===== src/rtl/seg_scan_decoder.sv =====
// Recovers four BCD digits and decimal points from a multiplexed,
// active-low 7-segment display bus sampled asynchronously to clk.
//   state      | meaning
//   S_WAIT     | idle after reset, no pin activity seen yet
//   S_SETTLING | pins changed, waiting for SETTLE stable cycles
//   S_HOLD     | current pin pair captured, waiting for next change
module seg_scan_decoder #(
  parameter int SETTLE  = 16,
  parameter int TIMEOUT = 200_000
) (
  input  logic        clk,
  input  logic        rst,
  input  logic [7:0]  an,
  input  logic [7:0]  seg,
  output logic [15:0] bcd,
  output logic [3:0]  dp,
  output logic        valid,
  output logic        frame_done,
  output logic        seg_err,
  output logic        an_err
);

  localparam int CW = $clog2(SETTLE + 1);
  localparam int TW = $clog2(TIMEOUT + 1);

  typedef enum logic [1:0] {S_WAIT, S_SETTLING, S_HOLD} state_t;

  state_t state_q, state_d;

  logic [7:0]    an_s1, an_s2, seg_s1, seg_s2;
  logic [7:0]    an_q, seg_q;
  logic [CW-1:0] stab_cnt;
  logic [TW-1:0] to_cnt;
  logic [3:0]    mask_q, mask_set;
  logic [15:0]   stage_bcd, stage_bcd_n;
  logic [3:0]    stage_dp, stage_dp_n;

  logic       change, capture, cap_ok, commit, timeout_hit;
  logic       an_blank, an_ok, seg_ok;
  logic [3:0] onehot, seg_dig;

  assign change = {an_s2, seg_s2} != {an_q, seg_q};

  always_ff @(posedge clk or negedge rst) begin
    if (!rst) begin
      an_s1    <= 8'h00;
      an_s2    <= 8'h00;
      seg_s1   <= 8'h00;
      seg_s2   <= 8'h00;
      an_q     <= 8'h00;
      seg_q    <= 8'h00;
      stab_cnt <= '0;
      state_q  <= S_WAIT;
    end else begin
      an_s1    <= an;
      an_s2    <= an_s1;
      seg_s1   <= seg;
      seg_s2   <= seg_s1;
      an_q     <= an_s2;
      seg_q    <= seg_s2;
      state_q  <= state_d;
      if (change)
        stab_cnt <= '0;
      else if (stab_cnt != CW'(SETTLE))
        stab_cnt <= stab_cnt + CW'(1);
    end
  end

  // Capture fires on the cycle the count steps up to SETTLE.
  always_comb begin
    state_d = state_q;
    capture = 1'b0;
    case (state_q)
      S_WAIT:     if (change) state_d = S_SETTLING;
      S_SETTLING: begin
        if (!change && stab_cnt == CW'(SETTLE - 1)) begin
          capture = 1'b1;
          state_d = S_HOLD;
        end
      end
      S_HOLD:     if (change) state_d = S_SETTLING;
      default:    state_d = S_WAIT;
    endcase
  end

  always_comb begin
    an_blank = (an_q == 8'hFF);
    an_ok    = 1'b0;
    onehot   = 4'h0;
    if (an_q[7:4] == 4'hF) begin
      case (an_q[3:0])
        4'hE:    begin an_ok = 1'b1; onehot = 4'b0001; end
        4'hD:    begin an_ok = 1'b1; onehot = 4'b0010; end
        4'hB:    begin an_ok = 1'b1; onehot = 4'b0100; end
        4'h7:    begin an_ok = 1'b1; onehot = 4'b1000; end
        default: an_ok = 1'b0;
      endcase
    end
    seg_ok  = 1'b1;
    seg_dig = 4'd0;
    case (seg_q[6:0])
      7'b1000000: seg_dig = 4'd0;
      7'b1111001: seg_dig = 4'd1;
      7'b0100100: seg_dig = 4'd2;
      7'b0110000: seg_dig = 4'd3;
      7'b0011001: seg_dig = 4'd4;
      7'b0010010: seg_dig = 4'd5;
      7'b0000011: seg_dig = 4'd6;
      7'b1111000: seg_dig = 4'd7;
      7'b0000000: seg_dig = 4'd8;
      7'b0011000: seg_dig = 4'd9;
      default:    seg_ok  = 1'b0;
    endcase
  end

  // Blank captures fall through all three conditions and are dropped.
  always_comb begin
    cap_ok      = capture && an_ok && seg_ok;
    mask_set    = mask_q | (cap_ok ? onehot : 4'h0);
    commit      = cap_ok && (mask_set == 4'hF);
    timeout_hit = !cap_ok && (to_cnt == TW'(TIMEOUT - 1));
    stage_bcd_n = stage_bcd;
    stage_dp_n  = stage_dp;
    for (int i = 0; i < 4; i++) begin
      if (cap_ok && onehot[i]) begin
        stage_bcd_n[i*4 +: 4] = seg_dig;
        stage_dp_n[i]         = ~seg_q[7];
      end
    end
  end

  always_ff @(posedge clk or negedge rst) begin
    if (!rst) begin
      stage_bcd  <= 16'h0000;
      stage_dp   <= 4'h0;
      mask_q     <= 4'h0;
      to_cnt     <= '0;
      bcd        <= 16'h0000;
      dp         <= 4'h0;
      valid      <= 1'b0;
      frame_done <= 1'b0;
      seg_err    <= 1'b0;
      an_err     <= 1'b0;
    end else begin
      stage_bcd  <= stage_bcd_n;
      stage_dp   <= stage_dp_n;
      frame_done <= commit;
      if (cap_ok)
        to_cnt <= '0;
      else if (to_cnt != TW'(TIMEOUT))
        to_cnt <= to_cnt + TW'(1);
      if (capture && !an_blank && !an_ok)
        an_err <= 1'b1;
      if (capture && an_ok && !seg_ok)
        seg_err <= 1'b1;
      // Commit is evaluated last so it wins over a same-cycle timeout.
      if (timeout_hit) begin
        valid  <= 1'b0;
        mask_q <= 4'h0;
      end else begin
        mask_q <= mask_set;
      end
      if (commit) begin
        bcd    <= stage_bcd_n;
        dp     <= stage_dp_n;
        valid  <= 1'b1;
        mask_q <= 4'h0;
      end
    end
  end

endmodule


===== config.mk =====
export PLATFORM = sky130hd
export DESIGN_NAME = seg_scan_decoder
export DESIGN_NICKNAME = d
export VERILOG_FILES = /design/src/rtl/seg_scan_decoder.sv
export SDC_FILE = /design/constraint.sdc
export NUM_CORES = 1
export LEC_CHECK = 0
export ABC_AREA = 1
export CELL_PAD_IN_SITES_DETAIL_PLACEMENT = 1
export CELL_PAD_IN_SITES_GLOBAL_PLACEMENT = 1
export CORE_MARGIN = 2
export CORE_UTILIZATION = 40
export CTS_CLUSTER_DIAMETER = 50
export DETAILED_ROUTE_END_ITERATION = 10
export HOLD_SLACK_MARGIN = 0.02
export PLACE_DENSITY = 0.73
export SYNTH_ARGS = -nofsm -noshare
export SYNTH_HDL_FRONTEND = slang
export SYNTH_SLANG_ARGS = --single-unit

===== constraint.sdc =====
create_clock -name clk -period 4.2 [get_ports clk]
set_input_delay 0.84 -clock clk [delete_from_list [all_inputs] [get_ports clk]]
set_output_delay 0.84 -clock clk [all_outputs]
set_load 0.05 [all_outputs]

==> results.ini <==
[run_status]
status = finished clean

[setup_path]
crit_start = seg_q[0]
start_kind = register
r2r_cells = 14
crit_slowest_cell = dfrtp_1
crit_path_end_kind = register
r2r-start = seg_q[0]
crit_fanout = 20
crit_chain = nor2_1 -> inv_1 -> nor2_1 -> nand2_1 -> o21ai_0 -> nor2_1 -> nand3_2 -> nand4_1 -> nand2_1 -> inv_2 -> nor2_1 -> buf_4 -> nand3_1 -> nand2_1
regToRegSetupSlack_ns = 1.42
cpMostUsedCell = nor2_1
rr_endpoint = dp[1]
cp_data_arrival_time_ns = 3.13
worstPathRequired_ns = 4.55
critPathMaxStageDelay_ns = 0.42
crit_type = reg -> reg

[sta]
worst_pin_slew_ns = 0.819
slew_viol_final = 0
skew_ns = 0.00447
setup_viol = 0
rsz0062_at_grt = no
finalHoldViolCount = 0
fmax_ghz = 0.360
finalCriticalPeriod_ns = 2.78
period_share_pct = 66.2
slew_headroom_pct = 44.9
fin_setup_tns_ns = 0

[clock_network]
postCtsSetupBuffers = 0
tritoncts = yes
cts_made_buffers = 17
cts-root-buf = clkbuf_16
htreeDepth = 4
hold_buffers = 0
path_clk_slew_ns = 0.05
cts_num_sinks = 121
cts.repair.resized = 0
cts_max_path_buffers = 2
clock_latency_ns = 0.41

[synthesis]
synthTopCellsByArea = dfrtp_1, nand2_1, inv_1, nand3_1, nor2_1
syn_area_per_cell_sq_um = 8.86
ys_seq_area_share_pct = 60.4
synth_fp_nets = 589
synth_top_area_share_pct = 60.4
ys_ff_latch = 121
yosys.area.top_type = dfrtp_1
netlist_area_sq_um = 5010
synthDistinctLibCells = 32
syn_inst = 566
ys_warn_count = 0

[cells_and_area]
fin_nets = 642
ff_latch_area_sq_um = 3030
mostFrequentLayoutCell = nand2_1
area_delta_synth_final_pct = 24.3
final_cell_mix = nand2_1, dfrtp_1, inv_1
fillers = 1419
multiInputGateArea_sq_um = 1610
n_antenna_cell = 0
drive_above_1_share_pct = 8.70

[floorplan]
die_y_um = 116
die_w_um = 116
rows = 40
coreArea_sq_um = 12100
dieArea_sq_um = 13400
io_pins = 42
start_util_pct = 41.4

[placed_design]
place_congestion = 0.805
dpl.hpwl_um = 7980
port_buffers = 41

[min_path]
hold_end = an_s2[0]
worstHoldStart = an_s1[0]
min_path_cells = 0
min_path_type = reg -> reg

[global_route]
overflow = 0
antenna_found_initial = 0
gr-usage-all-layers_pct = 19.2
grt_pass1_vias = 4216
grt_max_degree = 63
grt_pass1_wl_um = 19900

[run]
max_cap_violations = 0

[detailed_routing]
routed_wl_um = 11400
drtPass1Iterations = 5
route.detailed.vias_per_inst = 4.85
drt_iter0_markers = 167
ant_nets = 0
post_drt_wl_per_cell_um = 14.3
drc = 0
num_vias = 3882

[power_and_ir_drop]
peakVddDrop_uv = 457
p_total_mw = 2.77
pwr_density_cell_nw_per_um2 = 445
leakage_nw = 3.15

[flip-flops by register name, indices dropped and copies added, names as in the netlist, 8 cells and up]
register	count
seg_s2	8
seg_s1	8
bcd	16
an_q	8
an_s1	8
stage_bcd	16
seg_q	8
to_cnt	18
an_s2	8
[synthesized netlist by cell type]
| cell | number |
|---|---|
| buf_4 | 2 |
| o21ai_0 | 6 |
| xor2_1 | 3 |
| a21oi_2 | 1 |
| o211ai_1 | 2 |
| a31oi_2 | 1 |
| nand3b_1 | 1 |
| inv_2 | 10 |
| nor2_4 | 1 |
| nor3_1 | 9 |
| xnor2_1 | 1 |
| nand4_1 | 13 |
| nor4_1 | 3 |
| nor2_1 | 47 |
| nor4b_1 | 1 |
| or2_2 | 1 |
| nand3_2 | 1 |
| buf_2 | 10 |
| nand3_1 | 45 |
| nor2_2 | 2 |
| o21bai_1 | 2 |
| ha_1 | 5 |
| o21ai_1 | 21 |
| a21oi_1 | 10 |
| a21boi_0 | 1 |
| clkinv_1 | 1 |
| a211o_1 | 1 |
| dfrtp_1 | 121 |
| o31ai_1 | 1 |
| nand2_1 | 171 |
| o2111ai_1 | 1 |
| inv_1 | 71 |
[kinds of logic after synthesis]
logic type,after synthesis,synth area share [%]
simple gates,295,24.8
flops,121,60.4
buf+inv,94,7.44
compound gates,47,5.37
fa+ha+maj,5,1.25
xor+xnor,4,0.699
[critical path, delay by kind of cell (launching register included)]
kind	cells	cell delay (ns)
buffers and inverters	3	0.34
AND/OR/NAND/NOR	10	1.79
flip-flops	1	0.42
AO/OA/AOI/OAI	1	0.15
[area by class of cell]
type,instances,area share [%]
flip-flops and latches,121,48.6
clock buffers,20,7.49
multi-input cells,351,25.9
repair buffers,46,7.35
clock inverters,12,2.37
inverters,82,4.94
well taps,168,3.37
[metrics by stage]
step	instances	util [%]	hold WS (ns)	area (sq um)	worst slack, ns
detailed placement	768	46.4	0.336	5620	1.50
floorplan	566	-	0.331	5010	2.33
global route	800	51.4	0.351	6230	1.03
global placement	768	46.4	0.333	5620	1.59
CTS	800	51.4	0.347	6230	1.43
finish	800	51.4	0.347	6230	1.42
[how the worst max path moves through the flow]
stage,endpoint,slack (ns),cells past startpoint
2_1_floorplan,bcd[0],2.33,12
3_3_place_gp,dp[3],1.59,14
3_5_place_dp,dp[3],1.50,14
4_1_cts,dp[3],1.43,14
5_1_grt,dp[3],1.03,14
6_report,dp[1],1.42,14
[where the power goes]
part           internal, mW  leakage (nW)  switching [mW]
logic                0.0281          1.28          0.0497
clock network         0.974         0.302           0.510
registers              1.19          1.56          0.0185
total                  2.19          3.15           0.579
[metal layers]
| layer | global-route usage (%) | up-vias | share of wire [%] |
|---|---|---|---|
| met3 | 5.07 | 15 | 2.7 |
| met5 | 0 | - | 0 |
| met2 | 33.3 | 52 | 51 |
| met1 | 22.8 | 1921 | 45 |
| met4 | 7.62 | 0 | 1.7 |
| li1 | - | 1894 | - |
(Power assumes the default switching activity.)
